===== src/rtl/fp_pkg.sv =====
// Shared types and helpers for the fixed-point neuron datapath.
package fp_pkg;

   typedef enum logic [1:0] {IDLE, ACCUM, ACTIVATE, OUT} state_t;

   // Headroom for MAX_TERMS products plus the bias, plus one sign bit.
   function automatic int acc_width(input int width, input int max_terms);
      return width + $clog2(max_terms + 1) + 1;
   endfunction

   function automatic int q_one(input int fp_positions);
      return 1 << fp_positions;
   endfunction

   localparam int Q_DEFAULT_FRAC = 4;
   localparam int ONE            = q_one(Q_DEFAULT_FRAC);

endpackage


===== src/rtl/fp_saturate.sv =====
// Combinational clamp of an extended-width sum back to WIDTH.
// Also applies ReLU and flags any change to the value.
module fp_saturate
   import fp_pkg::*;
#(
   parameter int SIGN  = 1,
   parameter int WIDTH = 8,
   parameter int ACC_W = acc_width(8, 16),
   parameter int RELU  = 1
) (
   input  logic [ACC_W-1:0] acc,
   output logic [WIDTH-1:0] data,
   output logic             sat
);

   // In range when every bit above the result's MSB matches the sign
   // (signed) or is zero (unsigned).
   always_comb begin
      data = acc[WIDTH-1:0];
      sat  = 1'b0;
      if (SIGN != 0) begin
         if (acc[ACC_W-1:WIDTH-1] != {(ACC_W-WIDTH+1){acc[ACC_W-1]}}) begin
            data = acc[ACC_W-1] ? {1'b1, {(WIDTH-1){1'b0}}}
                                : {1'b0, {(WIDTH-1){1'b1}}};
            sat  = 1'b1;
         end
         if ((RELU != 0) && acc[ACC_W-1]) begin
            data = '0;
            sat  = 1'b1;
         end
      end else if (acc[ACC_W-1:WIDTH] != '0) begin
         data = '1;
         sat  = 1'b1;
      end
   end

endmodule


===== src/rtl/fp_neuron_accum.sv =====
// Bias-seeded accumulator for a stream of fixed-point products, emitting
// one saturated, optionally ReLU'd activation per neuron.
module fp_neuron_accum
   import fp_pkg::*;
#(
   parameter int SIGN         = 1,
   parameter int WIDTH        = 8,
   parameter int FP_POSITIONS = 4,
   parameter int MAX_TERMS    = 16,
   parameter int RELU         = 1,
   parameter int TERM_W       = $clog2(MAX_TERMS + 1) + 1
) (
   input  logic              clk,
   input  logic              rst,
   input  logic              in_valid,
   output logic              in_ready,
   input  logic [WIDTH-1:0]  in_product,
   input  logic              in_last,
   input  logic [WIDTH-1:0]  bias,
   output logic              out_valid,
   input  logic              out_ready,
   output logic [WIDTH-1:0]  out_data,
   output logic              out_sat,
   output logic [TERM_W-1:0] out_terms
);

   localparam int ACC_W = acc_width(WIDTH, MAX_TERMS);

   if (FP_POSITIONS < 0 || FP_POSITIONS >= WIDTH) begin : g_bad_q_format
      $error("FP_POSITIONS must lie within WIDTH");
   end

   state_t             state_q, state_d;
   logic [ACC_W-1:0]   acc_q, acc_d;
   logic [TERM_W-1:0]  terms_q, terms_d;
   logic [WIDTH-1:0]   out_data_q, out_data_d;
   logic               out_sat_q, out_sat_d;
   logic [TERM_W-1:0]  out_terms_q, out_terms_d;
   logic [WIDTH-1:0]   clamp_data;
   logic               clamp_sat;
   logic               beat;

   function automatic logic [ACC_W-1:0] ext(input logic [WIDTH-1:0] v);
      return {{(ACC_W-WIDTH){(SIGN != 0) && v[WIDTH-1]}}, v};
   endfunction

   // One extra bit makes the sum exact; overflow shows up in the top bits.
   function automatic logic [ACC_W-1:0] sat_add(input logic [ACC_W-1:0] a,
                                                input logic [ACC_W-1:0] b);
      logic [ACC_W:0] sum;
      sum = {(SIGN != 0) && a[ACC_W-1], a} + {(SIGN != 0) && b[ACC_W-1], b};
      if (SIGN != 0) begin
         if (sum[ACC_W] != sum[ACC_W-1])
            return sum[ACC_W] ? {1'b1, {(ACC_W-1){1'b0}}}
                              : {1'b0, {(ACC_W-1){1'b1}}};
      end else if (sum[ACC_W]) begin
         return '1;
      end
      return sum[ACC_W-1:0];
   endfunction

   fp_saturate #(
      .SIGN  (SIGN),
      .WIDTH (WIDTH),
      .ACC_W (ACC_W),
      .RELU  (RELU)
   ) u_saturate (
      .acc  (acc_q),
      .data (clamp_data),
      .sat  (clamp_sat)
   );

   assign in_ready  = (state_q == IDLE) || (state_q == ACCUM);
   assign beat      = in_valid && in_ready;
   assign out_valid = (state_q == OUT);
   assign out_data  = out_data_q;
   assign out_sat   = out_sat_q;
   assign out_terms = out_terms_q;

   // Next-state and datapath updates; the bias only enters on the first beat.
   always_comb begin
      state_d     = state_q;
      acc_d       = acc_q;
      terms_d     = terms_q;
      out_data_d  = out_data_q;
      out_sat_d   = out_sat_q;
      out_terms_d = out_terms_q;
      case (state_q)
         IDLE: begin
            if (beat) begin
               acc_d   = sat_add(ext(bias), ext(in_product));
               terms_d = TERM_W'(1);
               state_d = in_last ? ACTIVATE : ACCUM;
            end
         end
         ACCUM: begin
            if (beat) begin
               acc_d = sat_add(acc_q, ext(in_product));
               if (terms_q != '1)
                  terms_d = terms_q + 1'b1;
               if (in_last)
                  state_d = ACTIVATE;
            end
         end
         ACTIVATE: begin
            out_data_d  = clamp_data;
            out_sat_d   = clamp_sat;
            out_terms_d = terms_q;
            state_d     = OUT;
         end
         OUT: begin
            if (out_ready)
               state_d = IDLE;
         end
         default: state_d = IDLE;
      endcase
   end

   always_ff @(posedge clk) begin
      if (rst) begin
         state_q     <= IDLE;
         acc_q       <= '0;
         terms_q     <= '0;
         out_data_q  <= '0;
         out_sat_q   <= 1'b0;
         out_terms_q <= '0;
      end else begin
         state_q     <= state_d;
         acc_q       <= acc_d;
         terms_q     <= terms_d;
         out_data_q  <= out_data_d;
         out_sat_q   <= out_sat_d;
         out_terms_q <= out_terms_d;
      end
   end

endmodule

===== config.mk =====
export PLATFORM = sky130hd
export DESIGN_NAME = fp_neuron_accum
export DESIGN_NICKNAME = d
export VERILOG_FILES = /design/src/rtl/fp_pkg.sv /design/src/rtl/fp_saturate.sv /design/src/rtl/fp_neuron_accum.sv
export SDC_FILE = /design/constraint.sdc
export NUM_CORES = 1
export LEC_CHECK = 0
export CORE_UTILIZATION = 55
export DETAILED_ROUTE_END_ITERATION = 10
export GPL_TIMING_DRIVEN = 0
export PLACE_DENSITY_LB_ADDON = 0.08
export SYNTH_ARGS = -nofsm -noshare
export SYNTH_HDL_FRONTEND = slang
export SYNTH_SLANG_ARGS = --single-unit

===== constraint.sdc =====
create_clock -name clk -period 3.5 [get_ports clk]
set_input_delay 1.05 -clock clk [delete_from_list [all_inputs] [get_ports clk]]
set_output_delay 1.05 -clock clk [all_outputs]
set_load 0.05 [all_outputs]

==> results of run 1 <==
synth_stat cells (4+ instances only):
cell	number
o21a_1	5
xor2_1	9
dfxtp_1	37
a21o_1	8
and3_1	6
ha_1	27
a21oi_1	25
a211oi_1	9
nand3_1	6
and2_1	4
inv_1	8
o221ai_1	5
clkbuf_1	8
or2_2	4
o21ai_0	14
nor2_1	52
xnor2_1	9
mux2i_1	15
nand4_1	4
nor3_1	6
nand2_1	20
power groups by stage:
stage	Clock, mW	Sequential (mW)	Combinational [mW]
global placement	0	0.675	1.64
detailed placement	0	0.679	1.68
global route	0.315	0.690	1.88
floorplan	0	0.780	1.17
CTS	0.295	0.670	1.68
finish	0.288	0.673	1.70
per-stage QoR:
step	hold WS [ns]	power (mW)	instance area, um^2
6_report	0.4813	2.665	3267
5_1_grt	0.5064	2.888	3267
4_1_cts	0.4857	2.648	3249
3_5_place_dp	0.4765	2.354	3163
3_3_place_gp	0.4689	2.319	3163
2_1_floorplan	0.4592	1.949	2719
cells by family after synthesis:
logic type | count (synthesis)
AND/OR/NAND/NOR | 118
AO/OA/AOI/OAI | 90
flip-flops | 37
adder cells (fa/ha/maj) | 31
buffers and inverters | 21
XOR/XNOR | 18
multiplexers | 15
final cells by class:
cell class	count	share of cell area
multi-input combinational	272	0.5822
sequential	37	0.2267
timing repair buffer	36	0.1103
clock buffer	7	0.02643
tap	67	0.02566
buffer	13	0.01953
inverter	8	0.009192
state kept, by name (all words and copies together) (netlist names):
name,count
out_sat,1
out_terms,6
out_data,8
acc_q,14
state_q,2
terms_q,6
routing by layer:
| metal | GRT usage | vias up | wire [um] |
|---|---|---|---|
| met5 | 0 | - | 0 |
| met4 | 0.1024 | 0 | 136 |
| met3 | 0.06111 | 10 | 305 |
| met2 | 0.4143 | 69 | 2894 |
| met1 | 0.3290 | 1158 | 2868 |
| li1 | - | 1285 | - |
critical path, cell delays in order:
cell	delay (ns)
clkdlybuf4s50_1	0.43
ha_1	0.24
fa_1	0.40
a21o_1	0.22
nand4_1	0.14
a21oi_2	0.08
nor3_2	0.31
nor2_2	0.16
nor2_1	0.33
o221ai_1	0.17
how the worst max path moves through the flow:
stage | startpoint | to | slack [ns] | depth (start not counted)
CTS | in_product[0] | acc_q[10] | 0.002 | 10
global placement | in_product[0] | acc_q[10] | -0.29 | 10
floorplan | in_product[0] | acc_q[12] | 0.41 | 9
detailed placement | in_product[0] | acc_q[10] | -0.29 | 10
finish | in_product[0] | acc_q[1] | 0.11 | 10
global route | in_product[0] | acc_q[1] | -0.002 | 10
==> metrics.txt, run 1 <==
status=complete, no violations; Final Instance Count excl. Fillers=440; ys async rst share=0; multiplexer share of the synthesized area=0.05522; drt pass-1 iters=4; clk root buf=clkbuf_8; sequential cell area fraction in the yosys report=0.2724; Final WS setup=0.1129 ns; Worst Tran Pin Value=around 0.62 ns; number of nets in the layout=between 400 and 500; Post-CTS Setup Inserts=0; die area=approximately 5200 um^2; Clock Skew=about 0.0055 ns; ranking of synthesized cells by area=dfxtp_1, ha_1, nor2_1, mux2i_1, a21oi_1; vias post-DR=~2,500; register area=between 700 and 800 um^2; Routed Antenna Nets=0; DRC=0; Routed WL=6.205 mm; first-pass GRT wire length=around 10 mm; most common library cell in the layout ignoring fill and taps=nor2_1; Skew-Pair Late Insertion Delay=0.28 ns; main combinational cell family by area after synthesis=compound AO/OA/AOI/OAI gates; chip height=roughly 72 um; Post-Syn Area=around 2700 um^2; VDD IR max=0.4355 mV; Post-Place Cells=around 430; Min-Delay Endpoint=out_data[7]; Final Max Slew Viols=0; via/cell ratio=5.732; CTS Sinks=37; switching share of power=0.4764; xor and xnor area share after synthesis=0.05798; combinational power share=0.639; Post-DP HPWL=slightly below 5 mm; Yosys top cell area share=0.2724; RR Startpoint=acc_q[0]; vias in the first global route=~2,300; Synth Area in Simple Gates=0.2052; power density over the cells=between 800 and 900 nW/um^2; area grow syn2layout=20.16%; Max-Slew Margin vs Limit=0.5883; CTS Buf Count=5; Port Buffers=36; Register-to-Register Setup Slack=between 0.9 and 1 ns; initial DRC count=around 120; crit path max fanout=10; final core occ=0.6871; switching pwr=approximately 1.3 mW; Synth Area in Adders=0.1473; yosys warns=0; crit path time final=between 3 and 4 ns; initial antenna violation count=0; HP Start=out_data[7]; clock share of power=0.108; most frequent cells in the layout=nor2_1, dfxtp_1, clkdlybuf4s50_1; worst setup path class=in2reg; Seq pwr share=0.252; fillers=between 400 and 500; I/O pin cnt=38; count of cell types in the netlist=50; Hold Crit Class=reg2reg; area of the multi-input gates=approximately 1900 um^2; final count of negative-setup-slack endpoints=0; internal power=1.395 mW; CP endpoint kind=flip-flop; GR Util All Layers=0.2563; routed len/inst=~14 um; max cap viols=0; Setup crit start kind=input port; RD Place Congestion=0.9212; H-tree depth=2; synthesized net count=380; Setup TNS Final=0 ns; pin count of the biggest net entering global routing=11; P_leak=around 1.4 nW; core area=around 4800 um^2; CTS Buffer Depth=2; grt total ovfl=0; clk slew on worst S/H paths=0.07 ns; final hold violations=0; Initial Util=0.5718; share of post-route cells with drive strength above 1=0.07775; Top FF cell, synth=dfxtp_1; ant diodes=0; Compound-Gate Fraction of Synth Area=0.2273; critical path arrival=between 3 and 4 ns; Fmax=~300 MHz; die width=between 70 and 80 um; Mean Syn Cell Area=8.239 um^2; Final period util=0.9677; R2R cell count=9; CTS tree=built; Reg-to-Reg End=acc_q[1]; Post-synth EDFFs=0; Post-Synthesis Cells=330; Rows=25; Hold Crit Depth=1; pre-CTS setup slack=-0.2910 ns; FF+latch count, synth=37; critical path required time=3.64 ns; largest area contributor in the netlist=dfxtp_1; CTS Hold Buffers Added=0; Resized cells post-CTS=0
No activity file was read; power rests on OpenSTA's default activity.
==> run 2: changes to the inputs <==
--- a/config.mk
+++ b/config.mk
@@ -7,7 +7,6 @@
 export LEC_CHECK = 0
 export CORE_UTILIZATION = 55
 export DETAILED_ROUTE_END_ITERATION = 10
-export GPL_TIMING_DRIVEN = 0
 export PLACE_DENSITY_LB_ADDON = 0.08
 export SYNTH_ARGS = -nofsm -noshare
 export SYNTH_HDL_FRONTEND = slang
==> metrics.txt, run 2 (synthesis gave the netlist of run 1 again) <==
most frequent cells in the layout=nor2_1, dfxtp_1, clkdlybuf4s50_1; Clock Skew=0.002044 ns; vias in the first global route=approximately 2,400; CTS tree=built; R2R cell count=9; Hold Crit Depth=1; most common library cell in the layout ignoring fill and taps=nor2_1; Pwr Total=roughly 2.8 mW; Post-CTS Setup Inserts=0; ant diodes=0; routed len/inst=between 10 and 15 um; critical path's top delay family=simple AND/OR/NAND/NOR gates; WP buf/inv=1; worst setup path class=in2reg; chip height=around 72 um; clk root buf=clkbuf_8; Setup TNS Final=0 ns; Final Max Slew Viols=0; power density over the cells=815.2 nW/um^2; Post-DP HPWL=about 5.2 mm; via/cell ratio=about 5.7; status=complete, no violations; initial antenna violation count=0; area grow syn2layout=24.71%; number of nets in the layout=between 400 and 500; crit path max-delay cell type=clkdlybuf4s50_1; Worst Tran Pin Value=between 0.8 and 0.9 ns; flip-flop count of the largest register after layout=14; Max-Slew Margin vs Limit=0.4155; Final period util=0.9577; Register-to-Register Setup Slack=1.00 ns; critical path's largest stage delay=between 0.4 and 0.5 ns; vias post-DR=~2,600; I/O pin cnt=38; crit path time final=between 3 and 4 ns; H-tree depth=2; Port Buffers=37; P_leak=1.450 nW; max cap viols=0; critical path arrival=3.53 ns; die area=5229 um^2; CTS Buffer Depth=2; CTS Hold Buffers Added=0; Routed Antenna Nets=0; first-pass GRT wire length=roughly 11 mm; Top reg by flops=acc_q; critical path required time=3.68 ns; Hold Crit Class=reg2reg; Crit path depth=10; drt pass-1 iters=5; Setup crit start kind=input port; final hold violations=0; share of post-route cells with drive strength above 1=0.1244; RSZ-0062 raised after global routing=false; Initial Util=0.5718; final count of negative-setup-slack endpoints=0; VDD IR max=~0.34 mV; Skew-Pair Late Insertion Delay=0.28 ns; Resized cells post-CTS=0; pin count of the biggest net entering global routing=21; clk slew on worst S/H paths=around 0.07 ns; die width=between 70 and 80 um; CTS Buf Count=5; Fmax=~300 MHz; crit path max fanout=2; grt total ovfl=0; CP Cell Sequence=clkdlybuf4s50_1, ha_1, fa_1, a21o_1, nand4_1, a21oi_2, or2_2, mux2i_1, or3_1, o211a_1; CTS Sinks=37; DRC=0; initial DRC count=slightly above 100; CP endpoint kind=flip-flop; core area=between 4000 and 5000 um^2; Rows=25; Routed WL=6.320 mm; GR Util All Layers=0.2690; RD Place Congestion=roughly 0.93
[run 2: per-stage QoR]
stage	utilization	instances	hold slack, ns	setup WS (ns)	area [um^2]
finish	0.7132	453	0.4772	0.1480	3391
global route	0.7132	453	0.4994	0.01501	3391
CTS	0.7132	453	0.4810	0.1514	3391
detailed placement	0.6918	445	0.4712	-0.1574	3289
global placement	0.6918	445	0.4623	-0.1324	3289
floorplan	-	330	0.4592	0.4092	2719
[run 2: final cells by class]
type,count,area [um^2]
tap,67,83.83
clock buffer,7,96.34
inverter,8,30.03
timing repair buffer,61,550.5
sequential,37,740.7
multi-input combinational,272,1884
clock inverter,1,5.005
fill,434,1364
[run 2: per-layer routing]
metal,share of wire,vias up,global-route usage
met5,0,-,0
met4,0.016,0,0.09150
met3,0.041,9,0.04583
met2,0.47,62,0.4569
met1,0.47,1183,0.3445
li1,-,1314,-
[run 2: report_power, final]
group	switching, mW	total, mW	internal [mW]
Combinational	1.01	1.77	0.760
Clock	0.141	0.318	0.178
Sequential	0.133	0.679	0.546
[run 2: final timing paths]
path | from | end
worst min register to register | out_data[7] | out_data[7]
worst max register to register | acc_q[0] | acc_q[12]
worst max-delay path | in_product[0] | acc_q[12]
worst min-delay path | out_data[7] | out_data[7]
